File: src/rtl/l1_tlb_refill_pkg.sv
// Shared MMU definitions for the L1 TLB refill path: virtual address geometry,
// leaf PTE layout and the walker requester-id encoding.
package l1_tlb_refill_pkg;

  localparam int unsigned VADDR_SIZE = 39;
  localparam int unsigned TLB_OFFSET = 12;
  localparam int unsigned TLB_PN     = 3;
  localparam int unsigned VPN_WIDTH  = VADDR_SIZE - TLB_OFFSET;

  typedef logic [VPN_WIDTH-1:0] vpn_addr_t;

  typedef struct packed {
    logic [43:0] ppn;
    logic [1:0]  rsw;
    logic        d;
    logic        a;
    logic        g;
    logic        u;
    logic        x;
    logic        w;
    logic        r;
    logic        v;
  } pte_entry_t;

  typedef enum logic [1:0] {
    SRC_IFETCH = 2'd0,
    SRC_LOAD   = 2'd1,
    SRC_STORE  = 2'd2
  } src_e;

endpackage

File: src/rtl/l1_tlb_refill_victim_sel.sv
// Victim chooser for an L1 TLB fill: the lowest invalid slot if one exists,
// otherwise a round-robin pointer that advances only when it was actually consumed.
module tlb_victim_sel #(
  parameter int unsigned DEPTH = 16,
  parameter int unsigned AW    = $clog2(DEPTH)
) (
  input  logic             clk,
  input  logic             rst,
  input  logic [DEPTH-1:0] valid,
  input  logic             advance,
  output logic [AW-1:0]    idx
);

  logic [AW-1:0] rr_ptr_q, rr_ptr_d;
  logic          use_rr;

  // Scanning downward lets the lowest free index win the last assignment.
  always_comb begin
    idx    = rr_ptr_q;
    use_rr = 1'b1;
    for (int i = DEPTH - 1; i >= 0; i--) begin
      if (!valid[i]) begin
        idx    = AW'(i);
        use_rr = 1'b0;
      end
    end
  end

  assign rr_ptr_d = (advance && use_rr) ? rr_ptr_q + AW'(1) : rr_ptr_q;

  // NOTE: state is updated with non-blocking assignments so every flop samples
  // pre-edge values regardless of process evaluation order.
  always_ff @(posedge clk or negedge rst) begin
    if (!rst) rr_ptr_q <= '0;
    else      rr_ptr_q <= rr_ptr_d;
  end

endmodule

File: src/rtl/l1_tlb_refill.sv
// L1 TLB miss handler: forwards one miss at a time to the page-table walker and
// writes the returned leaf PTE into a victim slot of the L1 TLB.
module l1_tlb_refill
  import l1_tlb_refill_pkg::*;
#(
  parameter int unsigned DEPTH      = 16,
  parameter int unsigned SOURCE     = 0,
  parameter int unsigned ADDR_WIDTH = $clog2(DEPTH)
) (
  input  logic                  clk,
  input  logic                  rst,
  input  logic                  miss_valid,
  input  logic [VADDR_SIZE-1:0] miss_vaddr,
  input  logic                  flush,
  input  logic                  fence_busy,
  input  logic [DEPTH-1:0]      tlb_valid,
  output logic                  ptw_req,
  output logic [VADDR_SIZE-1:0] ptw_vaddr,
  output logic [1:0]            ptw_source,
  input  logic                  ptw_ready,
  input  logic                  ptw_rsp_valid,
  input  pte_entry_t            ptw_rsp_entry,
  input  logic [1:0]            ptw_rsp_wpn,
  input  logic                  ptw_rsp_exc,
  output logic                  tlb_we,
  output logic                  tlb_wen,
  output logic [ADDR_WIDTH-1:0] tlb_widx,
  output pte_entry_t            tlb_wentry,
  output logic [1:0]            tlb_wpn,
  output logic [VADDR_SIZE-1:0] tlb_waddr,
  output logic                  busy,
  output logic                  refill_done,
  output logic                  refill_exc
);

  typedef enum logic [2:0] {
    ST_IDLE,
    ST_REQ,
    ST_WAIT,
    ST_WRITE,
    ST_DROP
  } state_e;

  state_e     state_q, state_d;
  vpn_addr_t  vpn_q, vpn_d;
  pte_entry_t entry_q, entry_d;
  logic [1:0] wpn_q, wpn_d;
  logic       exc_q, exc_d;

  logic [ADDR_WIDTH-1:0] victim_idx;
  logic [VADDR_SIZE-1:0] page_vaddr;
  logic                  unused_offset;

  assign unused_offset = ^miss_vaddr[TLB_OFFSET-1:0];
  assign page_vaddr    = {vpn_q, {TLB_OFFSET{1'b0}}};
  assign ptw_source    = 2'(SOURCE);
  assign busy          = (state_q != ST_IDLE);

  tlb_victim_sel #(
    .DEPTH (DEPTH),
    .AW    (ADDR_WIDTH)
  ) u_victim_sel (
    .clk     (clk),
    .rst     (rst),
    .valid   (tlb_valid),
    .advance (tlb_we & tlb_wen),
    .idx     (victim_idx)
  );

  // NOTE: every signal written here gets a default first, so no path through the
  // case statement can leave one unassigned and infer a latch.
  always_comb begin
    state_d     = state_q;
    vpn_d       = vpn_q;
    entry_d     = entry_q;
    wpn_d       = wpn_q;
    exc_d       = exc_q;
    ptw_req     = 1'b0;
    tlb_we      = 1'b0;
    unique case (state_q)
      ST_IDLE: begin
        if (miss_valid && !flush) begin
          vpn_d   = miss_vaddr[VADDR_SIZE-1:TLB_OFFSET];
          state_d = ST_REQ;
        end
      end
      ST_REQ: begin
        // A flush suppresses the request outright so the walker never sees a handshake.
        ptw_req = !flush;
        if (flush)          state_d = ST_IDLE;
        else if (ptw_ready) state_d = ST_WAIT;
      end
      ST_WAIT: begin
        if (flush) begin
          state_d = ptw_rsp_valid ? ST_IDLE : ST_DROP;
        end else if (ptw_rsp_valid) begin
          entry_d = ptw_rsp_entry;
          wpn_d   = ptw_rsp_wpn;
          exc_d   = ptw_rsp_exc;
          state_d = ST_WRITE;
        end
      end
      ST_DROP: begin
        if (ptw_rsp_valid) state_d = ST_IDLE;
      end
      ST_WRITE: begin
        if (!fence_busy) begin
          tlb_we  = 1'b1;
          state_d = ST_IDLE;
        end
      end
      default: state_d = ST_IDLE;
    endcase
  end

  // Write-port data is zeroed outside the strobe so idle outputs stay quiet.
  assign tlb_wen     = tlb_we & ~exc_q;
  assign tlb_widx    = tlb_we ? victim_idx : '0;
  assign tlb_wentry  = tlb_we ? entry_q : '0;
  assign tlb_wpn     = tlb_we ? wpn_q : '0;
  assign tlb_waddr   = tlb_we ? page_vaddr : '0;
  assign refill_done = tlb_we;
  assign refill_exc  = tlb_we & exc_q;
  assign ptw_vaddr   = (state_q == ST_REQ) ? page_vaddr : '0;

  always_ff @(posedge clk or negedge rst) begin
    if (!rst) begin
      state_q <= ST_IDLE;
      vpn_q   <= '0;
      entry_q <= '0;
      wpn_q   <= '0;
      exc_q   <= 1'b0;
    end else begin
      state_q <= state_d;
      vpn_q   <= vpn_d;
      entry_q <= entry_d;
      wpn_q   <= wpn_d;
      exc_q   <= exc_d;
    end
  end

endmodule

File: config.mk
export PLATFORM = sky130hd
export DESIGN_NAME = l1_tlb_refill
export DESIGN_NICKNAME = d
export VERILOG_FILES = /design/src/rtl/l1_tlb_refill_pkg.sv /design/src/rtl/l1_tlb_refill_victim_sel.sv /design/src/rtl/l1_tlb_refill.sv
export SDC_FILE = /design/constraint.sdc
export NUM_CORES = 1
export LEC_CHECK = 0
export BUFFER_PORTS_ARGS = -buffer_cell sky130_fd_sc_hd__buf_2
export CORE_ASPECT_RATIO = 1.2
export CORE_MARGIN = 8
export CORE_UTILIZATION = 41
export DETAILED_ROUTE_END_ITERATION = 8
export HOLD_SLACK_MARGIN = 0.06
export PLACE_DENSITY = 0.76
export SYNTH_ARGS = -nofsm -noshare
export SYNTH_HDL_FRONTEND = slang
export SYNTH_HIERARCHICAL = 1
export SYNTH_SLANG_ARGS = --single-unit
File: constraint.sdc
create_clock -name clk -period 1.7 [get_ports clk]
set_input_delay 0.34 -clock clk [delete_from_list [all_inputs] [get_ports clk]]
set_output_delay 0.34 -clock clk [all_outputs]
set_load 0.05 [all_outputs]
==> results by group, run 1 <==
Yosys
  • Sequential element share of the synthesized area: 47.0%
  • Mapped cell area: 4850 sq um
  • Synth Flop Type: dfrtp_1
  • Post-Synthesis Cells: 402
  • Post-synth top area cell: dfrtp_1
  • Top-area cell type share of the netlist area: 47.0%
  • Post-synth EDFFs: 0
  • Cells taking the most area after synthesis: dfrtp_1 (47%), and2_1 (15%), mux2_2 (13%), mux2_4 (9.6%), buf_4 (4.2%)
  • Synth Warn #: 6
  • Synth cell types: 42
  • Seq cells post-synth: 91
  • Avg Inst Size Synth: 12.1 sq um
  • Ys async rst share: 100%

Floorplan
  • Die Ht: between 100 and 150 um
  • Core Area: 11600 sq um
  • Number of I/O pins: 265
  • Die area: 15600 sq um
  • Chip Width: roughly 120 um
  • Initial Utilization: 41.9%
  • Num rows: 43

Pwr
  • Pwr dens: 1330 nW/um^2
  • Static leakage: 0.00397 uW
  • Worst vdd ir: 657 uV
  • Final Power: 10700 uW

Global routing
  • Vias in the first global route: between 4000 and 5000
  • First-pass GRT wire length: between 20000 and 25000 um
  • Global route overflow: 0
  • Initial antenna violation count: 0
  • GRT Overall Usage: 17.0%
  • Met3 Track Usage GR: 4.69%
  • Met1 Usage GRT: 16.5%
  • Largest net degree at the start of global routing: just over 90
  • Most Crowded Layer GR: met2
  • GR met2 Demand/Resource: 32.6%

Critical path
  • Crit Path Max Fanout: 22
  • WP data arrival: between 1.5 and 2 ns
  • Endpoint type of the worst setup path: output port
  • CP Launch Type: flip-flop
  • Critical Setup Path Class: reg -> out
  • Worst path required time: ~1.4 ns
  • Worst Path Buf+Inv: 3
  • R2R cell count: 7
  • Reg2reg start: state_q[2]$_DFFE_PN0P_
  • Slowest cell on the critical path: dfrtp_2
  • Stages on worst setup path: 5
  • CP Launch Point: state_q[1]$_DFFE_PN0P_
  • Critical path cell sequence: and4bb_4 -> buf_12 -> clkbuf_16 -> and2_2 -> buf_8
  • Critical path's top delay family: buffers and inverters
  • Worst path max stage delay: 0.45 ns

Timing
  • Final hold slack: 0.223 ns
  • Setup WS post-layout: -0.328 ns
  • Clk_skew: about 0.004 ns
  • Fin crit share: 119%
  • # setup viols final: 124
  • Fin crit period: 2.03 ns
  • Fin. max-slew vios: 0
  • RSZ-0062 raised after global routing: true
  • Fmax: ~500 MHz
  • Hold Vio Cnt, Final: 0

Flow run
  • Max cap viols: 0

Clocking
  • CTS tree: yes
  • Clock sinks: 91
  • Reg clk slew, reported paths: 0.06 ns
  • Clock root buffer master: clkbuf_16
  • H-tree lvl count: 3
  • Worst skew pair latency: 0.33 ns
  • Num CTS Buffers: 9
  • Clock buffer depth: 2

Final layout
  • Fin nets: 773
  • Sequential cell area: 2280 sq um
  • Share of cells above drive strength 1: 74.5%
  • Most frequent cells in the layout: buf_2 (105), dfrtp_1 (89), buf_8 (80), and2_4 (57), mux2_2 (54)
  • # fillers: just over 800
  • Most common cell after layout, fill and taps aside: buf_2
  • Area Growth Syn to Fin: 65.4%
  • Multi-input logic area: between 2000 and 3000 sq um
  • Ant. Diodes: 0

Place
  • Gpl congestion: around 0.82
  • # port buffers: 226
  • Post-DP HPWL: 10200 um

Min path
  • Hold path cells: 2
  • Type of the tightest min-delay check: in -> reg
  • Min-delay src: ptw_rsp_valid

Route
  • Router iterations before antenna repair: 4
  • Vias per inst: 4.78
  • Vias: around 3900
  • DRT iter0 DRCs: approximately 140
  • Routed wire length: 15400 um
  • Post-DRT Antenna Nets: 0
  • DR WL/cell: 18.9 um
  • Number of remaining DRC errors: 0

Outcome
  • Failing checks: negative setup slack
  • Status: complete, but fails checks
-- cells in the mapped netlist, types with 2 or more instances --
cell      count
xnor2_1       3
or3_1         3
nor3_1        3
nor2b_1       3
mux2_2       54
nand3_1       4
a31oi_1       2
nand2_1       5
nand4_1       2
nand4_2       3
buf_6         5
dfrtp_1      91
a21oi_1       4
buf_2         7
mux2_4       31
o21ai_0       3
nor2_1        2
and2_1      115
inv_1         4
clkbuf_1     10
buf_4        27
-- path summary, 6_finish.rpt --
check / end / slack, ns
setup / recovery: tlb_wentry[6] / -0.33
hold / removal: state_q[2]$_DFFE_PN0P_ / 0.22
setup reg to reg: u_victim_sel/rr_ptr_q[1]$_DFFE_PN0P_ / -0.08
hold reg to reg: entry_q[51]$_DFFE_PN0P_ / 0.50
max in group asynchronous: wpn_q[1]$_DFFE_PN0P_ / 0.71
min in group asynchronous: vpn_q[25]$_DFFE_PN0P_ / 0.61
-- report_power, final --
group	internal [uW]	switching [uW]
Sequential	3200	669
Clock	1170	787
Combinational	2440	2390
Total	6820	3840
-- state kept, by name, summed over array words and instances (netlist names) --
name / flops
entry_q: 54
u_victim_sel/rr_ptr_q: 4
exc_q: 1
wpn_q: 2
state_q: 3
vpn_q: 27
-- timing repair --
item / CTS / global route
hold buffers: 1 / 0
resized for setup: 219 / 125
gates cloned: 0 / 5
pin swaps: 4 / 16
endpoints found under the setup margin: 124 / 127
buffers inserted: 0 / 3
endpoints found under the hold margin: 4 / 0
-- routing by layer --
metal  share of wire, %  vias to the layer above
li1                   -                     1789
met1                 35                     1915
met2                 55                      171
met3                7.7                       20
met4                1.7                        0
met5                  0                        -
-- cells by family after synthesis --
| group | Yosys count | synth area share, % |
|---|---|---|
| buf+inv | 53 | 7.15 |
| simple gates | 151 | 20.4 |
| other cells | 1 | 0.0774 |
| xor+xnor | 3 | 0.542 |
| compound gates | 15 | 2.01 |
| fa+ha+maj | 1 | 0.258 |
| flops | 91 | 47.0 |
| mux | 87 | 22.6 |
-- worst register-to-register path, stage by stage, from the launching register on --
cell	delay, ns
dfrtp_2	0.40
and4bb_4	0.33
buf_12	0.12
buf_12	0.16
nor2b_4	0.18
buf_4	0.12
nand2_2	0.06
mux2_4	0.31
-- area by class of cell --
class                   count  area share [%]
clock buffers              11            3.03
clock inverters             5           0.656
inverters                   4           0.187
multi-input cells         283            32.1
flip-flops and latches     91            28.4
well taps                 157            2.45
repair buffers            264            33.2
-- stage by stage --
step,util (%),instances,setup slack [ns],TNS [ns],area (sq um)
global route,69.3,815,-0.410,-42.31,8020
detailed placement,55.8,790,-0.165,-11.64,6460
floorplan,-,427,-0.176,-4.43,5160
global placement,55.8,790,-0.165,-9.81,6460
finish,69.3,815,-0.328,-33.83,8020
CTS,64.3,807,-0.363,-37.61,7440
Power figures use the tool's default switching activity.
==> run 2, diff against run 1 <==
--- a/config.mk
+++ b/config.mk
@@ -5,6 +5,7 @@
 export SDC_FILE = /design/constraint.sdc
 export NUM_CORES = 1
 export LEC_CHECK = 0
+export ABC_AREA = 1
 export BUFFER_PORTS_ARGS = -buffer_cell sky130_fd_sc_hd__buf_2
 export CORE_ASPECT_RATIO = 1.2
 export CORE_MARGIN = 8
==> results by group, run 2 <==
Outcome
  • Status: complete, but fails checks
  • Failing checks: negative setup slack

Route
  • DR WL/cell: 18.8 um (-0.43%)
  • Vias per inst: 4.84 (+1.3%)
  • Post-DRT Antenna Nets: 0 (unchanged)
  • Vias: 5018 (+29%)
  • DRT iter0 DRCs: 233 (+69%)
  • Number of remaining DRC errors: 0 (unchanged)
  • Routed wire length: 19500 um (+27%)
  • Router iterations before antenna repair: 4 (unchanged)

Clocking
  • Reg clk slew, reported paths: 0.07 ns (about the same)
  • Clock root buffer master: clkbuf_16
  • Worst skew pair latency: 0.34 ns (about the same)
  • Num CTS Buffers: 9 (unchanged)
  • H-tree lvl count: 3 (unchanged)
  • Clock sinks: 91 (unchanged)
  • Clock buffer depth: 2 (unchanged)
  • CTS tree: yes

Pwr
  • Static leakage: 0.00442 uW (+11%)
  • Final Power: 14200 uW (+33%)
  • Worst vdd ir: 1160 uV (+77%)
  • Pwr dens: 1610 nW/um^2 (+21%)

Yosys
  • Sequential element share of the synthesized area: 47.2% (+0.17 points)
  • Post-synth top area cell: dfrtp_1
  • Post-Synthesis Cells: 613 (+52%)
  • Synth cell count leaders: nor2_1 (206), inv_1 (101), dfrtp_1 (91), a21oi_2 (57), nand2_1 (38)
  • Avg Inst Size Synth: 7.88 sq um (-35%)
  • Top-area cell type share of the netlist area: 47.2% (+0.17 points)
  • Synth Flop Type: dfrtp_1
  • Mapped cell area: 4830 sq um (-0.36%)
  • Ys async rst share: 100% (unchanged)
  • Most frequent cell after synthesis: nor2_1
  • Seq cells post-synth: 91 (unchanged)
  • Cells taking the most area after synthesis: dfrtp_1 (47%), nor2_1 (16%), a21oi_2 (10%), inv_1 (7.9%), buf_4 (4.2%)
  • Post-synth EDFFs: 0 (unchanged)
  • Synth cell types: 25 (-40%)
  • Synth Warn #: 6 (unchanged)

Final layout
  • Area Growth Syn to Fin: 82.4%
  • Top reg by flops: entry_q
  • Max reg flops: 54 (unchanged)
  • Most common cell after layout, fill and taps aside: nor2_4
  • Most frequent cells in the layout: nor2_4 (108), buf_2 (105), inv_1 (96), dfrtp_1 (91), nor2_1 (89)
  • Fin cells: 1036 (+27%)
  • Share of cells above drive strength 1: 55.5% (-19 points)
  • Largest registers: entry_q: 54 flops, vpn_q: 27 flops, u_victim_sel/rr_ptr_q: 4 flops
  • Fin nets: 993 (+28%)
  • Final Instance Area: 8810 sq um (+9.9%)

Critical path
  • Critical path cell sequence: inv_2 -> nand2_2 -> nand2_1 -> nand2_1 -> nand2_1 -> nand2_1 -> nand2_1 -> nand2_1 -> nand2_1 -> nand2_1 -> nand2_1 -> nand2_1 -> nand2_1 -> nand2_1 -> nand2_1 -> a21oi_1 -> inv_1 -> nor2_2 -> buf_6
  • Critical Setup Path Class: reg -> out
  • Worst path required time: 1.36 ns (about the same)
  • Most frequent CP cell: nand2_1
  • Endpoint type of the worst setup path: output port
  • Worst path max stage delay: 0.42 ns (-0.03 ns)
  • Crit Path Max Fanout: 2 (-91%)
  • Reg2reg start: state_q[2]$_DFFE_PN0P_
  • Slowest cell on the critical path: dfrtp_1
  • WP data arrival: 1.92 ns (+0.23 ns)
  • Minimum setup slack among reg-to-reg paths: -0.11 ns (-0.03 ns)
  • R2R cell count: 10 (+3)
  • Critical R2R Capture: u_victim_sel/rr_ptr_q[1]$_DFFE_PN0P_
  • CP Launch Type: flip-flop

Timing
  • RSZ-0062 raised after global routing: true
  • Fin. max-slew vios: 0 (unchanged)
  • Hold Vio Cnt, Final: 0 (unchanged)
  • Fin crit share: 133% (+14 points)
  • Clk_skew: 0.00641 ns (+0.00252 ns)
  • # setup viols final: 123 (-0.81%)
  • Final hold slack: 0.229 ns (+0.00620 ns)
  • Fin crit period: 2.26 ns (+0.230 ns)
  • Setup WS post-layout: -0.558 ns (-0.230 ns)
  • Fmax: 443 MHz (-10%)

Global routing
  • Initial antenna violation count: 3 (+3)
  • GRT Overall Usage: 22.5% (+5.5 points)
  • Global route overflow: 0 (unchanged)
  • First-pass GRT wire length: 27000 um (+28%)
  • Vias in the first global route: 5118 (+22%)
  • Largest net degree at the start of global routing: 55 (-40%)

Place
  • Inst Count DP: 989 (+25%)
  • # port buffers: 226 (unchanged)
  • Post-DP HPWL: 10200 um (+0.43%)
  • Post-DP Area: 6190 sq um (-4.2%)
  • Dpl ws: -0.260 ns (-0.0953 ns)
  • Gpl congestion: 0.817 (-0.64%)

Floorplan
  • Die area: 15500 sq um (-0.32%)
  • Core Area: 11500 sq um (-0.47%)
  • Die Ht: 135 um (-0.16%)
  • Chip Width: 115 um (-0.16%)
  • Initial Utilization: 41.9% (+0.044 points)
  • Number of I/O pins: 265 (unchanged)
  • Num rows: 43 (unchanged)

Min path
  • Type of the tightest min-delay check: in -> reg
  • Min-delay src: ptw_rsp_entry[28]
  • Hold path cells: 3 (+1)
  • WHS Endpoint: entry_q[28]$_DFFE_PN0P_

Flow run
  • Max cap viols: 0 (unchanged)
run 2: repair_timing:
action / 4_1_cts / 5_1_grt
buffers inserted: 14 / 14
resized for setup: 414 / 162
hold endpoints to repair: 18 / 0
setup endpoints to repair: 119 / 127
gates cloned: 12 / 4
hold buffers: 1 / 0
pin swaps: 6 / 18
run 2: layout make-up:
type / count / area, sq um
clock buffers: 10 / 229
well taps: 157 / 196
repair buffers: 280 / 2880
diodes: 2 / 5.00
fillers: 719 / 2710
clock inverters: 5 / 78.8
inverters: 103 / 399
multi-input cells: 388 / 2740
flip-flops and latches: 91 / 2280
run 2: logic make-up after synthesis:
logic type | count (synthesis) | share of synthesized area (%)
DFF | 91 | 47.2
xor gates and xnor gates | 3 | 0.544
adders and majority gates | 1 | 0.259
AOI/OAI and AO/OA | 95 | 14.4
other | 1 | 0.0777
and+or+nand+nor | 263 | 21.8
buffers and inverters | 159 | 15.8
run 2: stage by stage:
step                util, %  setup TNS, ns
floorplan                 -         -27.45
global placement       53.8         -0.481
detailed placement     53.8         -0.508
CTS                    72.3         -30.66
global route           76.5         -36.83
finish                 76.5         -29.45
run 2: metal layers:
layer | part of all wire [%] | vias to the layer above | GRT usage [%]
met5 | 0.062 | - | 0
met4 | 6.2 | 2 | 13.5
met3 | 6.9 | 90 | 5.90
met2 | 54 | 229 | 40.1
met1 | 33 | 2380 | 23.0
li1 | - | 2317 | -
run 2: power breakdown:
| group | switching (uW) | internal [uW] | total [uW] | leakage (uW) |
|---|---|---|---|---|
| combinational | 5640 | 2970 | 8610 | 0.00330 |
| clock | 869 | 1280 | 2150 | 0.000152 |
| sequential | 309 | 3130 | 3440 | 0.000965 |
| total | 6820 | 7380 | 14200 | 0.00442 |
run 2: worst max path at each step:
stage	startpoint	to	slack (ns)	cells past startpoint
2_1_floorplan	state_q[2]$_DFFE_PN0P_	u_victim_sel/rr_ptr_q[3]$_DFFE_PN0P_	-0.26	9
3_3_place_gp	tlb_valid[15]	tlb_widx[0]	-0.28	19
3_5_place_dp	tlb_valid[15]	tlb_widx[0]	-0.26	19
4_1_cts	u_victim_sel/rr_ptr_q[0]$_DFFE_PN0P_	tlb_widx[0]	-0.48	19
5_1_grt	u_victim_sel/rr_ptr_q[0]$_DFFE_PN0P_	tlb_widx[0]	-0.74	19
6_report	u_victim_sel/rr_ptr_q[0]$_DFFE_PN0P_	tlb_widx[0]	-0.56	19
run 2: critical path: cells and delay by family, from the launching register on:
family	cells	cell delay, ns
AOI/OAI and AO/OA	1	0.12
buffers and inverters	3	0.28
DFF	1	0.42
and+or+nand+nor	15	0.74
==> run 3, diff against run 2 <==
--- a/config.mk
+++ b/config.mk
@@ -9,10 +9,11 @@
 export BUFFER_PORTS_ARGS = -buffer_cell sky130_fd_sc_hd__buf_2
 export CORE_ASPECT_RATIO = 1.2
 export CORE_MARGIN = 8
-export CORE_UTILIZATION = 41
+export CORE_UTILIZATION = 40
 export DETAILED_ROUTE_END_ITERATION = 8
 export HOLD_SLACK_MARGIN = 0.06
-export PLACE_DENSITY = 0.76
+export PLACE_DENSITY = 0.74
+export SKIP_CTS_REPAIR_TIMING = 1
 export SYNTH_ARGS = -nofsm -noshare
 export SYNTH_HDL_FRONTEND = slang
 export SYNTH_HIERARCHICAL = 1
==> results by group, run 3 (same netlist as run 2, synthesis figures left out) <==
Outcome
  • Status: complete, but fails checks
  • Failing checks: negative setup slack

Timing
  • Fin crit share: 130% (-2.8 points)
  • RSZ-0062 raised after global routing: true
  • Hold Vio Cnt, Final: 0 (unchanged)
  • Setup TNS: -31.13 ns (-1.68 ns)
  • # setup viols final: 123 (unchanged)
  • Setup WS post-layout: -0.511 ns (+0.0469 ns)
  • Fmax: 452 MHz (+2.1%)
  • Fin. max-slew vios: 0 (unchanged)
  • Fin crit period: 2.21 ns (-0.0469 ns)
  • Clk_skew: 0.0121 ns (+0.00565 ns)

Pwr
  • Logic gate share of total power: 60.2% (-0.5 points)
  • Register share of total power: 25.1% (+0.9 points)
  • Pwr dens: 1570 nW/um^2 (-2.3%)
  • Clock network power share: 14.7% (-0.4 points)
  • Internal power: 7050 uW (-4.5%)
  • NetSw: 6630 uW (-2.9%)
  • Switching share of power: 48.4% (+0.42 points)
  • Static leakage: 0.00436 uW (-1.2%)
  • Worst vdd ir: 1460 uV (+26%)

Critical path
  • CP Launch Type: flip-flop
  • WP data arrival: 1.87 ns (-0.05 ns)
  • Crit Path Max Fanout: 2 (unchanged)
  • Worst path max stage delay: 0.36 ns (-0.06 ns)
  • Critical path cell sequence: inv_2 -> nand2_1 -> nand2_1 -> nand2_1 -> nand2_1 -> nand2_1 -> nand2_1 -> nand2_1 -> nand2_1 -> nand2_1 -> nand2_1 -> nand2_1 -> nand2_1 -> nand2_1 -> nand2_1 -> a21oi_2 -> inv_1 -> nor2_2 -> buf_6
  • Worst path required time: 1.36 ns (about the same)
  • Slowest cell on the critical path: dfrtp_1
  • CP Launch Point: u_victim_sel/rr_ptr_q[0]$_DFFE_PN0P_
  • Critical Setup Path Class: reg -> out
  • Endpoint type of the worst setup path: output port
  • Most frequent CP cell: nand2_1
  • Reg2reg start: state_q[2]$_DFFE_PN0P_

Floorplan
  • Num rows: 44 (+2.3%)
  • Number of I/O pins: 265 (unchanged)
  • Core Area: 11900 sq um (+3.8%)
  • Die Ht: 136 um (+1.1%)
  • Initial Utilization: 40.4% (-1.5 points)
  • Chip Width: 116 um (+1.1%)
  • Die area: 15900 sq um (+2.2%)

Route
  • Routed wire length: 18300 um (-6.0%)
  • DRT iter0 DRCs: 177 (-24%)
  • Router iterations before antenna repair: 4 (unchanged)
  • Vias: 4884 (-2.7%)
  • Vias per inst: 4.73 (-2.4%)
  • Post-DRT Antenna Nets: 0 (unchanged)
  • Number of remaining DRC errors: 0 (unchanged)
  • DR WL/cell: 17.8 um (-5.7%)

Clocking
  • CTS tree: yes
  • Clock root buffer master: clkbuf_16
  • Clock sinks: 91 (unchanged)
  • H-tree lvl count: 3 (unchanged)
  • Num CTS Buffers: 9 (unchanged)
  • Reg clk slew, reported paths: 0.07 ns (about the same)
  • Clock buffer depth: 2 (unchanged)
  • Worst skew pair latency: 0.34 ns (about the same)

Final layout
  • Most common cell after layout, fill and taps aside: nor2_4
  • Most frequent cells in the layout: nor2_4 (110), buf_2 (105), buf_6 (99), inv_1 (96), dfrtp_1 (91)
  • Utilization after layout: 72.7% (-3.8 points)
  • Area Growth Syn to Fin: 79.9%
  • Share of cells above drive strength 1: 55.7% (+0.17 points)
  • Fin nets: 984 (-0.91%)
  • Top reg by flops: entry_q
  • Max reg flops: 54 (unchanged)
  • Final Instance Area: 8680 sq um (-1.4%)
  • Largest registers: entry_q: 54 flops, vpn_q: 27 flops, u_victim_sel/rr_ptr_q: 4 flops

Place
  • Post-DP HPWL: 9970 um (-2.6%)
  • Gpl congestion: 0.811 (-0.76%)
  • # port buffers: 226 (unchanged)
  • Post-DP Area: 6140 sq um (-0.81%)

Global routing
  • GRT Overall Usage: 15.7% (-6.8 points)
  • Vias in the first global route: 4147 (-19%)
  • Largest net degree at the start of global routing: 99 (+80%)
  • First-pass GRT wire length: 19900 um (-26%)
  • Global route overflow: 0 (unchanged)
  • Initial antenna violation count: 4 (+1)

Min path
  • Type of the tightest min-delay check: in -> async

Flow run
  • Max cap viols: 0 (unchanged)
==> run 3: cell types whose count changed in the layout (fill, tap and decap cells not counted), moves of 2 or more <==
cell,delta
buf_6,+24
buf_8,-21
buf_12,-12
clkbuf_16,+9
buf_4,-7
clkinvlp_4,+2
nor2_1,-2
nor2_4,+2
==> run 3: layout make-up <==
cell class / count / area (sq um)
diodes: 3 / 7.51
inverters: 103 / 399
multi-input cells: 388 / 2770
repair buffers: 271 / 2730
well taps: 161 / 201
clock inverters: 7 / 76.3
clock buffers: 9 / 225
flip-flops and latches: 91 / 2280
fillers: 799 / 3260
==> run 3: stage by stage <==
stage	hold slack [ns]	std cells	setup WS [ns]	power [uW]
after floorplan	0.0444	638	-0.262	7630
after global placement	0.422	991	-0.302	8760
after detailed placement	0.428	991	-0.282	8890
after CTS	0.0593	1007	-0.583	10900
after global routing	0.0892	1033	-0.706	14300
final	0.0420	1033	-0.511	13700
==> run 3: worst max-delay path: cells and delay by family (launching register included) <==
| kind | cells | cell delay (ns) |
|---|---|---|
| AND/OR/NAND/NOR | 15 | 0.79 |
| AO/OA/AOI/OAI | 1 | 0.12 |
| flip-flops | 1 | 0.36 |
| buffers and inverters | 3 | 0.28 |
==> run 3: power groups by stage <==
stage / Combinational (uW) / Sequential [uW] / Clock [uW]
2_1_floorplan: 4250 / 3380 / 0
3_5_place_dp: 5450 / 3440 / 0
6_report: 8240 / 3430 / 2010
5_1_grt: 8670 / 3500 / 2160
4_1_cts: 5470 / 3400 / 2050
3_3_place_gp: 5370 / 3390 / 0
==> run 3: layer usage <==
| metal | GRT usage [%] | routed length, um | vias to the layer above |
|---|---|---|---|
| met4 | 5.49 | 677 | 2 |
| li1 | - | - | 2299 |
| met3 | 3.07 | 1090 | 49 |
| met5 | 0 | 8 | - |
| met1 | 18.1 | 6490 | 2357 |
| met2 | 28.0 | 10100 | 177 |
==> run 3: final timing paths <==
path / to / slack [ns] / depth (start not counted)
min: entry_q[16]$_DFFE_PN0P_ / 0.04 / 2
max reg2reg: u_victim_sel/rr_ptr_q[3]$_DFFE_PN0P_ / -0.18 / 11
max: tlb_widx[0] / -0.51 / 19
min in group clk: entry_q[13]$_DFFE_PN0P_ / 0.24 / 3
min reg2reg: u_victim_sel/rr_ptr_q[3]$_DFFE_PN0P_ / 0.50 / 2
max in group asynchronous: vpn_q[12]$_DFFE_PN0P_ / 1.28 / 2
